**config.mk**
```make
export PLATFORM = sky130hd
export DESIGN_NAME = spi_master
export DESIGN_NICKNAME = d
export VERILOG_FILES = /design/src/rtl/spi_pkg.sv /design/src/rtl/spi_master_shifter.sv /design/src/rtl/spi_master.sv
export SDC_FILE = /design/constraint.sdc
export NUM_CORES = 1
export LEC_CHECK = 0
export ABC_AREA = 1
export BUFFER_PORTS_ARGS = -buffer_cell sky130_fd_sc_hd__buf_2
export CORE_MARGIN = 1.5
export CORE_UTILIZATION = 40
export DETAILED_ROUTE_END_ITERATION = 12
export GPL_ROUTABILITY_DRIVEN = 0
export HOLD_SLACK_MARGIN = 0.02
export SYNTH_ARGS = -nofsm -noshare
export SYNTH_HDL_FRONTEND = slang
export SYNTH_SLANG_ARGS = --single-unit
```
**constraint.sdc**
```tcl
create_clock -name clk -period 1.76 [get_ports clk]
set_input_delay 0.088 -clock clk [delete_from_list [all_inputs] [get_ports clk]]
set_output_delay 0.088 -clock clk [all_outputs]
set_load 0.03 [all_outputs]
```
**src/rtl/spi_pkg.sv**
```systemverilog
// Shared SPI definitions: command codes, frame geometry and master state encoding.
// The slave side uses the same command constants.
package spi_pkg;

  localparam int unsigned FRAME_W = 10;
  localparam int unsigned DATA_W  = 8;

  typedef logic [1:0] cmd_t;

  localparam cmd_t CMD_WR_ADDR = 2'b00;
  localparam cmd_t CMD_WR_DATA = 2'b01;
  localparam cmd_t CMD_RD_ADDR = 2'b10;
  localparam cmd_t CMD_RD_DATA = 2'b11;

  localparam logic [2:0] ST_IDLE  = 3'd0;
  localparam logic [2:0] ST_START = 3'd1;
  localparam logic [2:0] ST_SHIFT = 3'd2;
  localparam logic [2:0] ST_WAIT  = 3'd3;
  localparam logic [2:0] ST_RECV  = 3'd4;
  localparam logic [2:0] ST_STOP  = 3'd5;

  function automatic logic [FRAME_W-1:0] make_frame(input cmd_t c, input logic [DATA_W-1:0] d);
    return {c, d};
  endfunction

endpackage

```
**src/rtl/spi_master_shifter.sv**
```systemverilog
// Datapath for spi_master: 10-bit load/shift-out register and 8-bit shift-in register.
module spi_master_shifter
  import spi_pkg::*;
(
  input  logic                clk,
  input  logic                rst_n,
  input  logic                load,
  input  logic [FRAME_W-1:0]  frame_in,
  input  logic                shift_en,
  output logic                tx_msb,
  input  logic                capture_en,
  input  logic                miso,
  output logic [DATA_W-1:0]   rx_next
);

  logic [FRAME_W-1:0] tx_reg;
  logic [DATA_W-1:0]  rx_reg;

  assign tx_msb  = tx_reg[FRAME_W-1];
  assign rx_next = {rx_reg[DATA_W-2:0], miso};

  always_ff @(posedge clk) begin
    if (!rst_n) begin
      tx_reg <= '0;
      rx_reg <= '0;
    end else begin
      if (load)
        tx_reg <= frame_in;
      else if (shift_en)
        tx_reg <= {tx_reg[FRAME_W-2:0], 1'b0};
      if (capture_en)
        rx_reg <= rx_next;
    end
  end

endmodule

```
**src/rtl/spi_master.sv**
```systemverilog
// SPI master: sends one {cmd, din} frame per start on MOSI under SS_n and, for
// read-data commands, captures the 8-bit reply from MISO after RD_WAIT turnaround cycles.
module spi_master
  import spi_pkg::*;
#(
  parameter int unsigned RD_WAIT = 2
) (
  input  logic       clk,
  input  logic       rst_n,
  input  logic       start,
  input  logic [1:0] cmd,
  input  logic [7:0] din,
  output logic       busy,
  output logic       done,
  output logic [7:0] rd_data,
  output logic       rd_valid,
  output logic       SS_n,
  output logic       MOSI,
  input  logic       MISO
);

  localparam logic [3:0] WAIT_LAST = (RD_WAIT == 0) ? 4'd0 : 4'(RD_WAIT - 1);

  logic [2:0]        state;
  logic [2:0]        next_state;
  logic [3:0]        cnt;
  logic              is_rd;
  logic              accept;
  logic              shift_en;
  logic              capture_en;
  logic              tx_msb;
  logic [DATA_W-1:0] rx_next;

  assign accept     = (state == ST_IDLE) && start;
  // START already drives bit 9 out, so SHIFT only needs to advance for bits 8..0.
  assign shift_en   = (state == ST_START) || ((state == ST_SHIFT) && (cnt != 4'd9));
  assign capture_en = (state == ST_RECV);

  spi_master_shifter u_shifter (
    .clk        (clk),
    .rst_n      (rst_n),
    .load       (accept),
    .frame_in   (make_frame(cmd, din)),
    .shift_en   (shift_en),
    .tx_msb     (tx_msb),
    .capture_en (capture_en),
    .miso       (MISO),
    .rx_next    (rx_next)
  );

  always_comb begin
    next_state = state;
    case (state)
      ST_IDLE:  if (start) next_state = ST_START;
      ST_START: next_state = ST_SHIFT;
      ST_SHIFT: begin
        if (cnt == 4'd9) begin
          if (!is_rd)            next_state = ST_STOP;
          else if (RD_WAIT == 0) next_state = ST_RECV;
          else                   next_state = ST_WAIT;
        end
      end
      ST_WAIT:  if (cnt == WAIT_LAST) next_state = ST_RECV;
      ST_RECV:  if (cnt == 4'd7) next_state = ST_STOP;
      ST_STOP:  next_state = ST_IDLE;
      default:  next_state = ST_IDLE;
    endcase
  end

  // Outputs are registered from next_state so they line up with the state they describe.
  always_ff @(posedge clk) begin
    if (!rst_n) begin
      state    <= ST_IDLE;
      cnt      <= '0;
      is_rd    <= 1'b0;
      SS_n     <= 1'b1;
      MOSI     <= 1'b0;
      busy     <= 1'b0;
      done     <= 1'b0;
      rd_valid <= 1'b0;
      rd_data  <= '0;
    end else begin
      state    <= next_state;
      cnt      <= (next_state != state) ? 4'd0 : cnt + 4'd1;
      SS_n     <= (next_state == ST_IDLE) || (next_state == ST_STOP);
      MOSI     <= shift_en ? tx_msb : 1'b0;
      busy     <= (next_state != ST_IDLE);
      done     <= (next_state == ST_STOP);
      rd_valid <= (next_state == ST_STOP) && (state == ST_RECV);
      if (accept)
        is_rd <= (cmd == CMD_RD_DATA);
      if ((state == ST_RECV) && (cnt == 4'd7))
        rd_data <= rx_next;
    end
  end

endmodule
```
==> flow_summary.toml <==
[final_layout]
num-nets-final = 236
final_layout_size_suffix_gt1_share_pct = 24.5
final_cells = 268
areaGrowthSynthToFinish_pct = 18.8
diodes = 0
fill_cells = 391
largest_register_ffs = 10

[clock_tree]
cts-htree-levels = 2
worst_setup_hold_path_clk_slew_ps = 70
numClockSinks = 38
clock_insertion_delay_worst_skew_ps = 290
cts-buffers-inserted = 5
postCtsSetupBuffers = 0
clockRootBuffer = "clkbuf_8"
post_cts_resized = 0
post_cts_hold_buffer_count = 0
max-clock-path-buffers = 2
clock_tree_from_tritoncts = "built"

[sta]
timing.final.max_slew_violations = 0
worst_slew_margin_rel_pct = 81.9
fmaxAchievable_mhz = 686
rsz_0062_raised_after_global_routing = "no"
hold_viol_final = 0
timing.final.ws_setup_ps = 303
timing.final.crit_period_ps = 1460
report.final.setup_viol = 0
final.setup_skew_ps = 9.10
fin_setup_tns_ps = 0
hold_slack_ps = 38.5
max_slew.worst_pin.slew_ps = 268
period_share_pct = 82.8

[placement]
place_hpwl_um = 2110
io_buffer_count = 26
dpl_worst_slack_ps = 305
placed_cells_incl_taps = 261

[pwr]
powerDensity_nw_per_um2 = 1040
power.ir.vdd_worst_mv = 0.620
leakage_uw = 0.000777

[grt]
antenna_found_initial = 0
groute.usage.overall_pct = 15.7
gr-total-overflow = 0
grt_max_degree = 16
first_global_vias = 1148
grt_pass1_wl_um = 5000

[synthesis]
ys.warnings.count = 0
mappedNetlistNets = 205
synth.distinct_cells = 28
flop_and_latch_count_out_of_synthesis = 38
synth_area_per_cell_sq_um = 8.15
synthesis.instances = 189
postSynth.topFlopCell = "dfxtp_1"
synthArstFlopShare_pct = 0
synth-edff-count = 0
synth-seq-area-share_pct = 49.4
syn-cell-area_sq_um = 1540

[route]
detail_route.vias_per_cell = 4.67
post-route-drc-count = 0
final_antenna_net_count = 0
routedWlPerCell_um = 10.8
via_count = 1252
firstDrtPassIters = 4
drt-total-wl_um = 2900
first_iter_violations = 55

[floorplan]
die_area_sq_um = 4230
ios = 27
die_y_um = 65.1
initial_core_util_pct = 41.8
die_width_um = 65.1
fp.coreArea_sq_um = 3690
fp-row-count = 22

[setup_path]
worst_setup_path_start_kind = "flip-flop"
crit_path_end_kind = "flip-flop"
critPathBufInv = 0
path_common_cell = "nand2_2"
max_stage_delay_ps = 380
worst-endpoint-required_ps = 1980
crit_family = "simple AND/OR/NAND/NOR gates"
worst-endpoint-arrival_ps = 1680
cpMaxStageDelayCell = "dfxtp_1"
reg2reg_slack_ps = 300
critical_path.cell_chain = "ha_1 > nand3_1 > nand2_2 > nand2_2 > nor2_4 > nand2_1 > a31oi_1"
worst-setup-path-type = "flip-flop to flip-flop"
worstPathMaxFanout = 11

[flow_run]
cap_viol_max_count = 0

[worst_hold_path]
worst_hold_path_type = "input pin to flip-flop"

[outcome]
outcome = "finished, final reports clean"
## cells by family after synthesis
| group | share of synthesized area [%] |
|---|---|
| fa+ha+maj | 1.62 |
| flops | 49.4 |
| compound gates | 14.3 |
| simple gates | 25.9 |
| buf+inv | 7.64 |
| xor+xnor | 1.14 |
## layout make-up
cell class                 count  area (sq um)  share of cell area (%)
inverter                      20          75.1                    4.10
clock inverter                 1          30.0                    1.64
tap                           48          60.1                    3.28
sequential                    38           761                    41.6
timing repair buffer          30           160                    8.75
clock buffer                   6          82.6                    4.51
multi-input combinational    125           662                    36.2
## final timing paths
check,from,end,depth (start not counted)
worst max-delay path,cnt[0],u_shifter.tx_reg[3],7
worst min-delay path,din[0],u_shifter.tx_reg[0],3
worst max register to register,cnt[0],u_shifter.tx_reg[3],7
worst min register to register,u_shifter.rx_reg[6],rd_data[7],2
## through the flow
| stage | total power, uW | area (sq um) | utilization [%] |
|---|---|---|---|
| floorplan | 1120 | 1540 | - |
| global placement | 1180 | 1720 | 46.6 |
| detailed placement | 1180 | 1720 | 46.6 |
| CTS | 1920 | 1830 | 49.6 |
| global route | 2000 | 1830 | 49.6 |
| finish | 1900 | 1830 | 49.6 |
## worst min-delay path, cell delays in order
cell,delay (ps)
buf_2,90
nand2_1,50
a21oi_1,50
## power breakdown
| part | total [uW] | leakage (uW) | switching, uW | internal, uW |
|---|---|---|---|---|
| Clock | 742 | 0.0000573 | 289 | 453 |
| Sequential | 932 | 0.000309 | 28.4 | 903 |
| Combinational | 223 | 0.000410 | 144 | 79.0 |
| Total | 1900 | 0.000777 | 461 | 1440 |
## layer usage
metal,up-vias,wire length (um),global-route usage (%)
li1,680,-,-
met1,548,1450,19.6
met2,20,1260,24.2
met3,4,153,4.69
met4,0,34,8.59
met5,-,0,0
## Yosys cell counts, types with 2 or more instances
master / count / share of area, %
nor2_4: 2 / 1.5
buf_6: 2 / 1.5
a31oi_1: 9 / 3.7
nand3_2: 2 / 1.3
a21oi_1: 11 / 3.6
dfxtp_1: 38 / 49
ha_1: 2 / 1.6
nand2_1: 30 / 7.3
inv_2: 3 / 0.73
nor2_1: 24 / 5.8
nand2_2: 2 / 0.81
nor2_2: 2 / 0.81
o21ai_0: 14 / 4.5
a211oi_1: 4 / 1.9
nand3_1: 13 / 4.2
inv_1: 16 / 3.9
nor3_2: 3 / 1.9
nor3_1: 2 / 0.65
## layout by cell type (no fill, tap or decap)
cell type	count
nor2_1	24
dfxtp_1	38
a31oi_1	9
buf_4	4
inv_1	16
clkinv_1	1
a211oi_1	4
xnor2_1	1
o21ai_0	14
nand2_1	30
nand2_2	2
ha_1	2
buf_2	26
nand3_1	13
inv_2	3
nor2_2	2
nor3_2	3
nand4_2	1
nor3_1	2
bufinv_16	1
nand3_2	2
xor2_1	1
nor2_4	2
clkbuf_8	6
a21oi_1	11
o21ai_2	1
nand2_4	1
Power figures use the tool's default switching activity.
